### config.mk
export PLATFORM = sky130hd
export DESIGN_NAME = fifo_tx_feeder_flat
export DESIGN_NICKNAME = d
export VERILOG_FILES = /design/src/rtl/fifo_tx_feeder_pkg.sv /design/src/rtl/fifo_tx_feeder_if.sv /design/src/rtl/fifo_tx_feeder.sv /design/src/flat_wrapper.sv
export SDC_FILE = /design/constraint.sdc
export NUM_CORES = 1
export LEC_CHECK = 0
export BUFFER_PORTS_ARGS = -buffer_cell sky130_fd_sc_hd__buf_2
export CORE_MARGIN = 2
export CORE_UTILIZATION = 51
export CTS_CLUSTER_DIAMETER = 80
export DETAILED_ROUTE_END_ITERATION = 12
export PLACE_DENSITY = 0.87
export SETUP_SLACK_MARGIN = 0.2
export SYNTH_ARGS = -nofsm -noshare
export SYNTH_HDL_FRONTEND = slang
export SYNTH_SLANG_ARGS = --single-unit
export TNS_END_PERCENT = 30
### constraint.sdc
create_clock -name clk -period 2.63 [get_ports clk]
set_input_delay 0.3945 -clock clk [delete_from_list [all_inputs] [get_ports clk]]
set_output_delay 0.3945 -clock clk [all_outputs]
set_load 0.01 [all_outputs]
### src/rtl/fifo_tx_feeder_pkg.sv
// Shared types and constants for the FIFO-to-UART-TX feeder.
package fifo_tx_feeder_pkg;

   localparam int unsigned DEFAULT_DATA_WIDTH = 8;
   localparam int unsigned STATE_WIDTH        = 3;
   // GAP_CYCLES ranges over 0..255, so the inline gap counter is one byte wide.
   localparam int unsigned GAP_CNT_WIDTH      = 8;

   typedef enum logic [STATE_WIDTH-1:0] {
      StIdle = 3'd0,
      StLoad = 3'd1,
      StReq  = 3'd2,
      StBusy = 3'd3,
      StGap  = 3'd4
   } feeder_state_e;

endpackage

### src/rtl/fifo_tx_feeder_if.sv
// FIFO read side plus UART TX handshake seen by the feeder.
// master: the feeder itself; slave: the FIFO read stage and TX core around it.
interface fifo_tx_feeder_if
   import fifo_tx_feeder_pkg::*;
#(
   parameter int unsigned DATA_WIDTH = DEFAULT_DATA_WIDTH,
   parameter int unsigned CNT_WIDTH  = 8
) ();

   logic                  fifo_empty;
   logic [DATA_WIDTH-1:0] fifo_rdata;
   logic                  fifo_rinc;
   logic                  tx_busy;
   logic [DATA_WIDTH-1:0] tx_data;
   logic                  tx_data_valid;
   logic [CNT_WIDTH-1:0]  frames_sent;
   logic                  feeder_idle;

   modport master (
      input  fifo_empty,
      input  fifo_rdata,
      input  tx_busy,
      output fifo_rinc,
      output tx_data,
      output tx_data_valid,
      output frames_sent,
      output feeder_idle
   );

   modport slave (
      output fifo_empty,
      output fifo_rdata,
      output tx_busy,
      input  fifo_rinc,
      input  tx_data,
      input  tx_data_valid,
      input  frames_sent,
      input  feeder_idle
   );

endinterface

### src/rtl/fifo_tx_feeder.sv
// Pops one word at a time from the async FIFO (TX clock domain), registers it and
// hands it to the UART TX core with a valid/busy handshake. The next pop waits until
// the current frame has finished plus an optional idle gap.
// A word already popped when reset is asserted is dropped; upstream accepts that loss.
module fifo_tx_feeder
   import fifo_tx_feeder_pkg::*;
#(
   parameter int unsigned DATA_WIDTH = DEFAULT_DATA_WIDTH,
   parameter int unsigned GAP_CYCLES = 0,
   parameter int unsigned CNT_WIDTH  = 8
) (
   input  logic              clk,
   input  logic              rst,
   fifo_tx_feeder_if.master  bus
);

   localparam logic [GAP_CNT_WIDTH-1:0] GAP_LOAD = GAP_CNT_WIDTH'(GAP_CYCLES - 1);

   feeder_state_e             state_q;
   logic [DATA_WIDTH-1:0]     tx_data_q;
   logic                      tx_data_valid_q;
   logic [CNT_WIDTH-1:0]      frames_sent_q;
   logic [GAP_CNT_WIDTH-1:0]  gap_cnt_q;
   logic                      pop;

   // Mealy pop: only from IDLE, only with data present and the TX core free.
   // Gated by reset so the FIFO pointer never moves while held in reset.
   assign pop = rst && (state_q == StIdle) && !bus.fifo_empty && !bus.tx_busy;

   // Feeder FSM with registered data, request and frame counter.
   always_ff @(posedge clk or negedge rst) begin
      if (!rst) begin
         state_q         <= StIdle;
         tx_data_q       <= '0;
         tx_data_valid_q <= 1'b0;
         frames_sent_q   <= '0;
         gap_cnt_q       <= '0;
      end else begin
         unique case (state_q)
            StIdle: begin
               if (pop) begin
                  tx_data_q <= bus.fifo_rdata;
                  state_q   <= StLoad;
               end
            end
            // Settle cycle: the gray read pointer lags the binary one, so
            // fifo_empty may still read 0 here after popping the last word.
            StLoad: begin
               tx_data_valid_q <= 1'b1;
               state_q         <= StReq;
            end
            StReq: begin
               if (bus.tx_busy) begin
                  tx_data_valid_q <= 1'b0;
                  state_q         <= StBusy;
               end
            end
            StBusy: begin
               if (!bus.tx_busy) begin
                  frames_sent_q <= frames_sent_q + CNT_WIDTH'(1);
                  if (GAP_CYCLES == 0) begin
                     state_q <= StIdle;
                  end else begin
                     gap_cnt_q <= GAP_LOAD;
                     state_q   <= StGap;
                  end
               end
            end
            StGap: begin
               if (gap_cnt_q == '0) begin
                  state_q <= StIdle;
               end else begin
                  gap_cnt_q <= gap_cnt_q - GAP_CNT_WIDTH'(1);
               end
            end
            default: state_q <= StIdle;
         endcase
      end
   end

   assign bus.fifo_rinc     = pop;
   assign bus.tx_data       = tx_data_q;
   assign bus.tx_data_valid = tx_data_valid_q;
   assign bus.frames_sent   = frames_sent_q;
   assign bus.feeder_idle   = (state_q == StIdle);

endmodule

### src/flat_wrapper.sv
// flat-port wrapper written by rule: the top's interface ports become plain ports
module fifo_tx_feeder_flat import fifo_tx_feeder_pkg::*;
#(
   parameter int unsigned DATA_WIDTH = DEFAULT_DATA_WIDTH,
   parameter int unsigned GAP_CYCLES = 0,
   parameter int unsigned CNT_WIDTH  = 8
)
  (clk, rst, bus_fifo_empty, bus_fifo_rdata, bus_tx_busy, bus_fifo_rinc, bus_tx_data, bus_tx_data_valid, bus_frames_sent, bus_feeder_idle);
  fifo_tx_feeder_if #(.DATA_WIDTH(DATA_WIDTH), .CNT_WIDTH(CNT_WIDTH)) bus_i ();
  input  logic clk;
  input  logic rst;
  input wire logic [$bits(bus_i.fifo_empty)-1:0] bus_fifo_empty;
  input wire logic [$bits(bus_i.fifo_rdata)-1:0] bus_fifo_rdata;
  input wire logic [$bits(bus_i.tx_busy)-1:0] bus_tx_busy;
  output wire logic [$bits(bus_i.fifo_rinc)-1:0] bus_fifo_rinc;
  output wire logic [$bits(bus_i.tx_data)-1:0] bus_tx_data;
  output wire logic [$bits(bus_i.tx_data_valid)-1:0] bus_tx_data_valid;
  output wire logic [$bits(bus_i.frames_sent)-1:0] bus_frames_sent;
  output wire logic [$bits(bus_i.feeder_idle)-1:0] bus_feeder_idle;
  assign bus_i.fifo_empty = bus_fifo_empty;
  assign bus_i.fifo_rdata = bus_fifo_rdata;
  assign bus_i.tx_busy = bus_tx_busy;
  assign bus_fifo_rinc = bus_i.fifo_rinc;
  assign bus_tx_data = bus_i.tx_data;
  assign bus_tx_data_valid = bus_i.tx_data_valid;
  assign bus_frames_sent = bus_i.frames_sent;
  assign bus_feeder_idle = bus_i.feeder_idle;
  fifo_tx_feeder #(.DATA_WIDTH(DATA_WIDTH), .GAP_CYCLES(GAP_CYCLES), .CNT_WIDTH(CNT_WIDTH)) u_core (.clk(clk), .rst(rst), .bus(bus_i));
endmodule
==> impl_metrics.py, run 1 <==
metrics = {
    "final_layout": {
        "drive_gt1_share_pct": 46.1,
        "fin_cells": 119,
        "fin_area_mm2": 0.00108,
        "fillerInstances": 151,
        "antenna_cells": 0,
        "nets": 120,
        "finish.utilization_pct": 64.4,
        "area_delta_synth_final_pct": 22.2,
    },
    "clock_tree": {
        "numCtsBuffers": 3,
        "cts_tree": "done",
        "clock_path_buffers": 2,
        "insertion_delay_ps": 290,
        "post_cts_buffers": 0,
        "cts.sinks": 19,
        "hold_buffers": 0,
        "root_buffer": "clkbuf_4",
        "cts-htree-levels": 1,
        "clk_pin_slew_ps": 110,
        "cts_resized": 0,
    },
    "synth": {
        "syn-num-nets": 85,
        "avgSynthCellArea_um2": 13.0,
        "syn_inst": 68,
        "synth_area_leader_cell": "dfrtp_1",
        "synth.cell_area_um2": 881,
        "synth_warnings": 0,
        "netlist-cell-type-count": 20,
        "synth_top_area_share_pct": 54.0,
        "yosysSeqAreaShare_pct": 54.0,
        "synth-seq-cells": 19,
        "synth.area.top_cells": "dfrtp_1, mux2_2, ha_1",
    },
    "die": {
        "core_area_mm2": 0.00167,
        "die_w_um": 45.6,
        "pin_count": 31,
        "rows": 15,
        "die_area_mm2": 0.00208,
        "die_h_um": 45.6,
        "start_util_pct": 52.7,
    },
    "critical_path": {
        "crit_type": "flop to primary output",
        "critPathLaunchType": "flop",
        "crit_arrival_ps": 1850,
        "cp_max_fo": 9,
        "crit_required_ps": 2240,
        "cp-end-kind": "primary output",
    },
    "placement": {
        "gp_congestion": 0.746,
        "io_buffers": 30,
        "dp_hpwl_um": 1190,
        "dpl.cell_count": 115,
        "placed_cell_area_mm2": 0.00105,
    },
    "global_routing": {
        "grt_first_pass_wirelength_um": 2410,
        "antenna_found_initial": 0,
        "track_usage_pct": 16.5,
        "use_met3_pct": 3.17,
        "grt_pass1_vias": 574,
        "grt_max_degree": 20,
        "top_usage_layer": "met2",
        "gr-total-overflow": 0,
        "use_met2_pct": 26.2,
        "use_met1_pct": 21.1,
    },
    "flow_run": {
        "drv_cap": 0,
    },
    "sta": {
        "whs_ps": 48.9,
        "fmax_mhz": 446,
        "finalClockSkew_ps": 2.56,
        "relSlewSlack_pct": 61.4,
        "maxSlewViolCount": 0,
        "setup_violations": 0,
        "period_needed_ps": 2240,
        "tightest_slew_ps": 577,
        "fin_tns_setup_ps": 0,
        "grt_setup_unrepaired": "no",
        "final-hold-violation-count": 0,
        "min_period_over_period_pct": 85.3,
    },
    "run_status": {
        "status": "finished clean",
    },
    "routing": {
        "drt-vias-per-instance": 5.24,
        "drt_iter0_drc": 3,
        "wirelength_um": 1540,
        "ant_nets": 0,
        "first_pass_iters": 2,
        "wl_per_cell_um": 13.0,
        "vias": 624,
        "route.detailed.drc": 0,
    },
    "power_and_ir_drop": {
        "powerDensity_mw_per_mm2": 995,
        "p_leak_uw": 0.000551,
        "vdd_drop_max_mv": 0.555,
    },
    "min_path": {
        "min_path_type": "primary input to asynchronous set/reset pin",
    },
}
[per-layer routing]
| layer | wire length [um] | part of all wire (%) |
|---|---|---|
| met1 | 695 | 45 |
| met2 | 734 | 48 |
| met3 | 104 | 6.7 |
| met4 | 10 | 0.65 |
| met5 | 0 | 0 |
[cell usage after synthesis]
cell type / instances
nor2_1: 3
mux2_2: 10
nand4_1: 3
buf_6: 1
xor2_1: 1
o22ai_1: 1
nand3_1: 2
inv_1: 5
xnor2_1: 6
and3_1: 1
dfrtp_1: 19
nor4b_4: 1
and4b_2: 1
ha_1: 5
o21ai_0: 2
o311ai_0: 1
o41ai_1: 1
nor3b_1: 1
a21oi_1: 1
nand2_1: 3
[logic make-up (layout without fill, tap and decap cells)]
kind of cell,count (synthesis),in the layout,synth area share [%]
flops,19,19,54.0
fa+ha+maj,5,5,7.10
compound gates,6,6,4.40
simple gates,15,15,11.4
xor+xnor,7,7,6.96
mux,10,10,12.8
buf+inv,6,40,3.41
[power breakdown]
group	internal, uW	switching [uW]
clock	56.5	92.4
combinational	221	212
sequential	403	84.7
total	681	389
[sequential cells by signal, summed over array words and instances, names as in the netlist]
register	cells
u_core.bus.tx_data	8
u_core.bus.frames_sent	8
u_core.state_q	2
u_core.bus.tx_data_valid	1
[metrics by stage]
stage | total power [uW] | setup WS, ps
after floorplan | 762 | 860
after global placement | 908 | 787
after detailed placement | 934 | 698
after CTS | 1080 | 355
after global routing | 1150 | 253
final | 1070 | 385
[worst max-delay path: stages, from the launching register on]
cell and delay, ps:
dfrtp_1 440, inv_1 120, ha_1 240, nor4b_4 520
buf_2 240
[placed cells by master (no fill, tap or decap)]
cell	instances
o22ai_1	1
o311ai_0	1
and3_1	1
nor3b_1	1
dfrtp_1	19
nand4_1	3
nand3_1	2
clkbuf_4	3
xor2_1	1
clkinv_2	1
nand2_1	3
mux2_2	10
inv_1	5
buf_4	1
a21oi_1	1
buf_2	30
and4b_2	1
ha_1	5
nor4b_4	1
nor2_1	3
xnor2_1	6
o41ai_1	1
o21ai_0	2
[final cells by class]
cell class	count	area, um2	area share, %
flip-flops and latches	19	475	44.2
clock inverters	1	5.00	0.465
well taps	17	21.3	1.98
inverters	5	18.8	1.74
clock buffers	3	22.5	2.09
multi-input cells	43	375	34.9
repair buffers	31	158	14.7
[final timing paths]
kind,startpoint,to,slack (ps),cells past startpoint
min in group clk,bus_fifo_rdata[0],u_core.bus.tx_data[0],320,2
max,u_core.state_q[0],bus_fifo_rinc,390,4
min,rst,u_core.bus.tx_data[2],50,2
max in group asynchronous,rst,u_core.bus.frames_sent[0],2390,2
max reg2reg,u_core.state_q[0],u_core.bus.tx_data[7],800,4
min reg2reg,u_core.bus.frames_sent[7],u_core.bus.frames_sent[7],470,1
No activity file was read; power rests on OpenSTA's default activity.
==> run 2, diff against run 1 <==
--- a/config.mk
+++ b/config.mk
@@ -10,6 +10,7 @@
 export CORE_UTILIZATION = 51
 export CTS_CLUSTER_DIAMETER = 80
 export DETAILED_ROUTE_END_ITERATION = 12
+export MAX_ROUTING_LAYER = met4
 export PLACE_DENSITY = 0.87
 export SETUP_SLACK_MARGIN = 0.2
 export SYNTH_ARGS = -nofsm -noshare
==> run 2 against run 1 <==
  * Hold slack is essentially flat
  * Routed wire length increased by 0.19%
  * Non-clock buffer count did not move
  * First-iteration DRC count is the same
  * Cell count unchanged
  * Critical endpoint unchanged
  * Highest routed layer unchanged
==> impl_metrics.py, run 2 (synthesis results as in run 1) <==
metrics = {
    "power_and_ir_drop": {
        "vdd_drop_max_mv": 0.555,
        "powerDensity_mw_per_mm2": 995,
        "p_leak_uw": 0.000551,
    },
    "critical_path": {
        "crit_arrival_ps": 1850,
        "cpPeakStageDelay_ps": 520,
        "cp-end-kind": "primary output",
        "crit_required_ps": 2240,
        "crit_type": "flop to primary output",
        "cp_max_fo": 9,
        "cp_slowest_cell": "nor4b_4",
        "r2r_slack_ps": 800,
        "worst-path-buf-inv": 2,
        "critPathLaunchType": "flop",
        "crit_family": "simple AND/OR/NAND/NOR gates",
        "path_cells": "inv_1 > ha_1 > nor4b_4 > buf_2",
    },
    "routing": {
        "drt_iter0_drc": 3,
        "drt-vias-per-instance": 5.24,
        "wl_per_cell_um": 13.0,
        "ant_nets": 0,
        "route.detailed.drc": 0,
        "first_pass_iters": 2,
        "wirelength_um": 1550,
        "vias": 624,
    },
    "die": {
        "die_w_um": 45.6,
        "die_area_mm2": 0.00208,
        "rows": 15,
        "die_h_um": 45.6,
        "start_util_pct": 52.7,
        "pin_count": 31,
        "core_area_mm2": 0.00167,
    },
    "clock_tree": {
        "clock_path_buffers": 2,
        "post_cts_buffers": 0,
        "cts_tree": "done",
        "clk_pin_slew_ps": 110,
        "cts.sinks": 19,
        "numCtsBuffers": 3,
        "cts-htree-levels": 1,
        "root_buffer": "clkbuf_4",
        "cts_resized": 0,
        "insertion_delay_ps": 290,
        "hold_buffers": 0,
    },
    "final_layout": {
        "fin_area_mm2": 0.00108,
        "drive_gt1_share_pct": 46.1,
        "nets": 120,
        "final_cell_mix": "buf_2, dfrtp_1, mux2_2",
        "antenna_cells": 0,
        "area_delta_synth_final_pct": 22.2,
        "final_common_cell": "buf_2",
    },
    "flow_run": {
        "drv_cap": 0,
    },
    "sta": {
        "whs_ps": 49.0,
        "setup_violations": 0,
        "finalClockSkew_ps": 2.53,
        "fin_tns_setup_ps": 0,
        "maxSlewViolCount": 0,
        "min_period_over_period_pct": 85.3,
        "tightest_slew_ps": 577,
        "period_needed_ps": 2240,
        "relSlewSlack_pct": 61.4,
        "grt_setup_unrepaired": "no",
        "final-hold-violation-count": 0,
        "fmax_mhz": 446,
    },
    "min_path": {
        "min_path_type": "primary input to asynchronous set/reset pin",
    },
    "run_status": {
        "status": "finished clean",
    },
    "global_routing": {
        "grt_pass1_vias": 573,
        "gr-total-overflow": 0,
        "antenna_found_initial": 0,
        "grt_max_degree": 20,
        "grt_first_pass_wirelength_um": 2400,
        "track_usage_pct": 17.0,
    },
    "placement": {
        "dp_hpwl_um": 1190,
        "gp_congestion": 0.756,
        "io_buffers": 30,
        "placed_cell_area_mm2": 0.00105,
    },
}
==> run 2: worst reg2reg max path, cell delays in order, from the launching register on <==
cell     delay [ps]
dfrtp_1         440
inv_1           120
ha_1            240
nor4b_4         520
mux2_2          410
==> run 2: layout make-up <==
cell class                 count  area (um2)
multi-input combinational     43         375
clock inverter                 1        5.00
timing repair buffer          31         158
sequential                    19         475
fill                         151         594
clock buffer                   3        22.5
tap                           17        21.3
inverter                       5        18.8
==> run 2: stage by stage <==
| stage | power [uW] | worst slack [ps] | utilization (%) | instances |
|---|---|---|---|---|
| after CTS | 1080 | 355 | 64.4 | 119 |
| after detailed placement | 934 | 698 | 62.8 | 115 |
| after global placement | 908 | 787 | 62.8 | 115 |
| after global routing | 1150 | 253 | 64.4 | 119 |
| final | 1070 | 385 | 64.4 | 119 |
| after floorplan | 762 | 860 | - | 68 |
==> run 2: final timing paths <==
| path | from | end | depth (start not counted) |
|---|---|---|---|
| max | u_core.state_q[0] | bus_fifo_rinc | 4 |
| min | rst | u_core.bus.tx_data[2] | 2 |
| max reg2reg | u_core.state_q[0] | u_core.bus.tx_data[7] | 4 |
| min reg2reg | u_core.bus.frames_sent[7] | u_core.bus.frames_sent[7] | 1 |
| max in group asynchronous | rst | u_core.bus.frames_sent[0] | 2 |
| min in group clk | bus_fifo_rdata[0] | u_core.bus.tx_data[0] | 2 |
==> run 2: routing by layer <==
metal	global-route usage [%]	part of all wire, %	vias to the layer above	wire (um)
met5	-	0	-	0
met4	8.82	0.65	0	10
met3	3.17	6.7	2	104
met2	26.2	47	21	734
met1	21.1	45	294	697
li1	-	-	307	-
==> run 2: power breakdown <==
part           internal, uW  switching (uW)
logic                   221             212
clock network          56.5            92.4
registers               403            84.8
total                   681             389
==> run 3, diff against run 2 <==
--- a/config.mk
+++ b/config.mk
@@ -11,7 +11,7 @@
 export CTS_CLUSTER_DIAMETER = 80
 export DETAILED_ROUTE_END_ITERATION = 12
 export MAX_ROUTING_LAYER = met4
-export PLACE_DENSITY = 0.87
+export PLACE_DENSITY = 0.83
 export SETUP_SLACK_MARGIN = 0.2
 export SYNTH_ARGS = -nofsm -noshare
 export SYNTH_HDL_FRONTEND = slang
==> run 3 against run 2 <==
  * Count of clock-buffer cells in the layout did not move
  * Register-to-register slack improved by 20 ps
  * Routed wire length fell by 0.90%
  * Worst setup slack improved by 14 ps
  * Die area did not move
  * Highest routed layer unchanged
  * Cell area did not move
  * Flip-flop and latch count did not move
  * Utilization did not move
  * Hold slack got worse by 2.2 ps
  * Clock power barely moved
  * Global-route usage rose by 0.78 points
==> impl_metrics.py, run 3 (synthesis results as in run 1) <==
metrics = {
    "clock_tree": {
        "insertion_delay_ps": 290,
        "post_cts_buffers": 0,
        "cts.sinks": 19,
        "clock_path_buffers": 2,
        "hold_buffers": 0,
        "root_buffer": "clkbuf_4",
        "cts-htree-levels": 1,
        "numCtsBuffers": 3,
        "cts_tree": "done",
        "clk_pin_slew_ps": 110,
        "cts_resized": 0,
    },
    "die": {
        "die_h_um": 45.6,
        "die_w_um": 45.6,
        "core_area_mm2": 0.00167,
        "start_util_pct": 52.7,
        "die_area_mm2": 0.00208,
        "pin_count": 31,
        "rows": 15,
    },
    "sta": {
        "maxSlewViolCount": 0,
        "fmax_mhz": 448,
        "tightest_slew_ps": 555,
        "relSlewSlack_pct": 62.8,
        "setup_violations": 0,
        "final-hold-violation-count": 0,
        "min_period_over_period_pct": 84.8,
        "grt_setup_unrepaired": "no",
        "fin_tns_setup_ps": 0,
        "period_needed_ps": 2230,
        "finalClockSkew_ps": 1.63,
    },
    "power_and_ir_drop": {
        "p_comb_share_pct": 40.5,
        "clockPowerShare_pct": 13.7,
        "vdd_drop_max_mv": 0.457,
        "switching_share_pct": 36.5,
        "p_leak_uw": 0.000551,
        "powerDensity_mw_per_mm2": 995,
        "p_int_uw": 680,
        "switchingPower_uw": 391,
        "seqPwrFrac_pct": 45.8,
    },
    "final_layout": {
        "area_delta_synth_final_pct": 22.2,
        "fin_cells": 119,
        "fin_area_mm2": 0.00108,
        "antenna_cells": 0,
        "final_cell_mix": "buf_2, dfrtp_1, mux2_2",
        "final_common_cell": "buf_2",
        "nets": 120,
        "finish.utilization_pct": 64.4,
        "drive_gt1_share_pct": 46.1,
    },
    "global_routing": {
        "track_usage_pct": 17.8,
        "antenna_found_initial": 0,
        "grt_max_degree": 20,
        "grt_first_pass_wirelength_um": 2430,
        "grt_pass1_vias": 575,
        "gr-total-overflow": 0,
    },
    "critical_path": {
        "cp_max_fo": 9,
        "cp-end-kind": "primary output",
        "crit_type": "flop to primary output",
        "crit_arrival_ps": 1840,
        "r2r_slack_ps": 820,
        "cp_slowest_cell": "nor4b_4",
        "cpPeakStageDelay_ps": 510,
        "crit_required_ps": 2240,
        "critPathLaunchType": "flop",
        "path_cells": "inv_1 > ha_1 > nor4b_4 > buf_2",
    },
    "min_path": {
        "min_path_type": "primary input to asynchronous set/reset pin",
    },
    "routing": {
        "wirelength_um": 1530,
        "route.detailed.drc": 0,
        "wl_per_cell_um": 12.9,
        "vias": 633,
        "drt_iter0_drc": 3,
        "ant_nets": 0,
        "drt-vias-per-instance": 5.32,
        "first_pass_iters": 3,
    },
    "run_status": {
        "status": "finished clean",
    },
    "placement": {
        "io_buffers": 30,
        "dpl.cell_count": 115,
        "gp_congestion": 0.710,
        "dp_hpwl_um": 1170,
        "placed_cell_area_mm2": 0.00105,
    },
    "flow_run": {
        "drv_cap": 0,
    },
}
[run 3: layout make-up]
| cell class | count | area (um2) |
|---|---|---|
| clock buffers | 3 | 22.5 |
| clock inverters | 1 | 5.00 |
| fillers | 135 | 594 |
| inverters | 5 | 18.8 |
| multi-input cells | 43 | 375 |
| flip-flops and latches | 19 | 475 |
| well taps | 17 | 21.3 |
| repair buffers | 31 | 158 |
[run 3: critical path, delay by kind of cell, from the launching register on]
kind / cells / cell delay (ps)
adders and majority gates: 1 / 230
buffers and inverters: 2 / 360
and+or+nand+nor: 1 / 510
DFF: 1 / 450
[run 3: power by group through the flow]
stage,Sequential [uW],Combinational [uW],Clock (uW)
6_report,490,434,147
5_1_grt,504,487,159
4_1_cts,490,441,150
3_5_place_dp,496,437,0
3_3_place_gp,486,424,0
2_1_floorplan,534,229,0
[run 3: metal layers]
layer | global-route usage, % | part of all wire (%) | wire, um
met2 | 29.3 | 49 | 754
met3 | 4.37 | 6.7 | 102
met1 | 19.1 | 43 | 658
met5 | - | 0 | 0
met4 | 10.6 | 1.2 | 18
[run 3: stage by stage]
stage	total power [uW]	setup WS [ps]	hold WS (ps)
finish	1070	399	46.7
global route	1150	234	63.6
CTS	1080	372	54.1
detailed placement	932	726	380
global placement	910	790	387
floorplan	762	860	98.9
[run 3: path summary, 6_finish.rpt]
check / startpoint / to / cells past startpoint
worst max-delay path: u_core.state_q[0] / bus_fifo_rinc / 4
worst min-delay path: rst / u_core.bus.tx_data_valid / 2
worst max register to register: u_core.state_q[0] / u_core.bus.tx_data[5] / 4
worst min register to register: u_core.bus.frames_sent[5] / u_core.bus.frames_sent[5] / 1
max in group asynchronous: rst / u_core.state_q[0] / 2
min in group clk: bus_fifo_rdata[3] / u_core.bus.tx_data[3] / 2
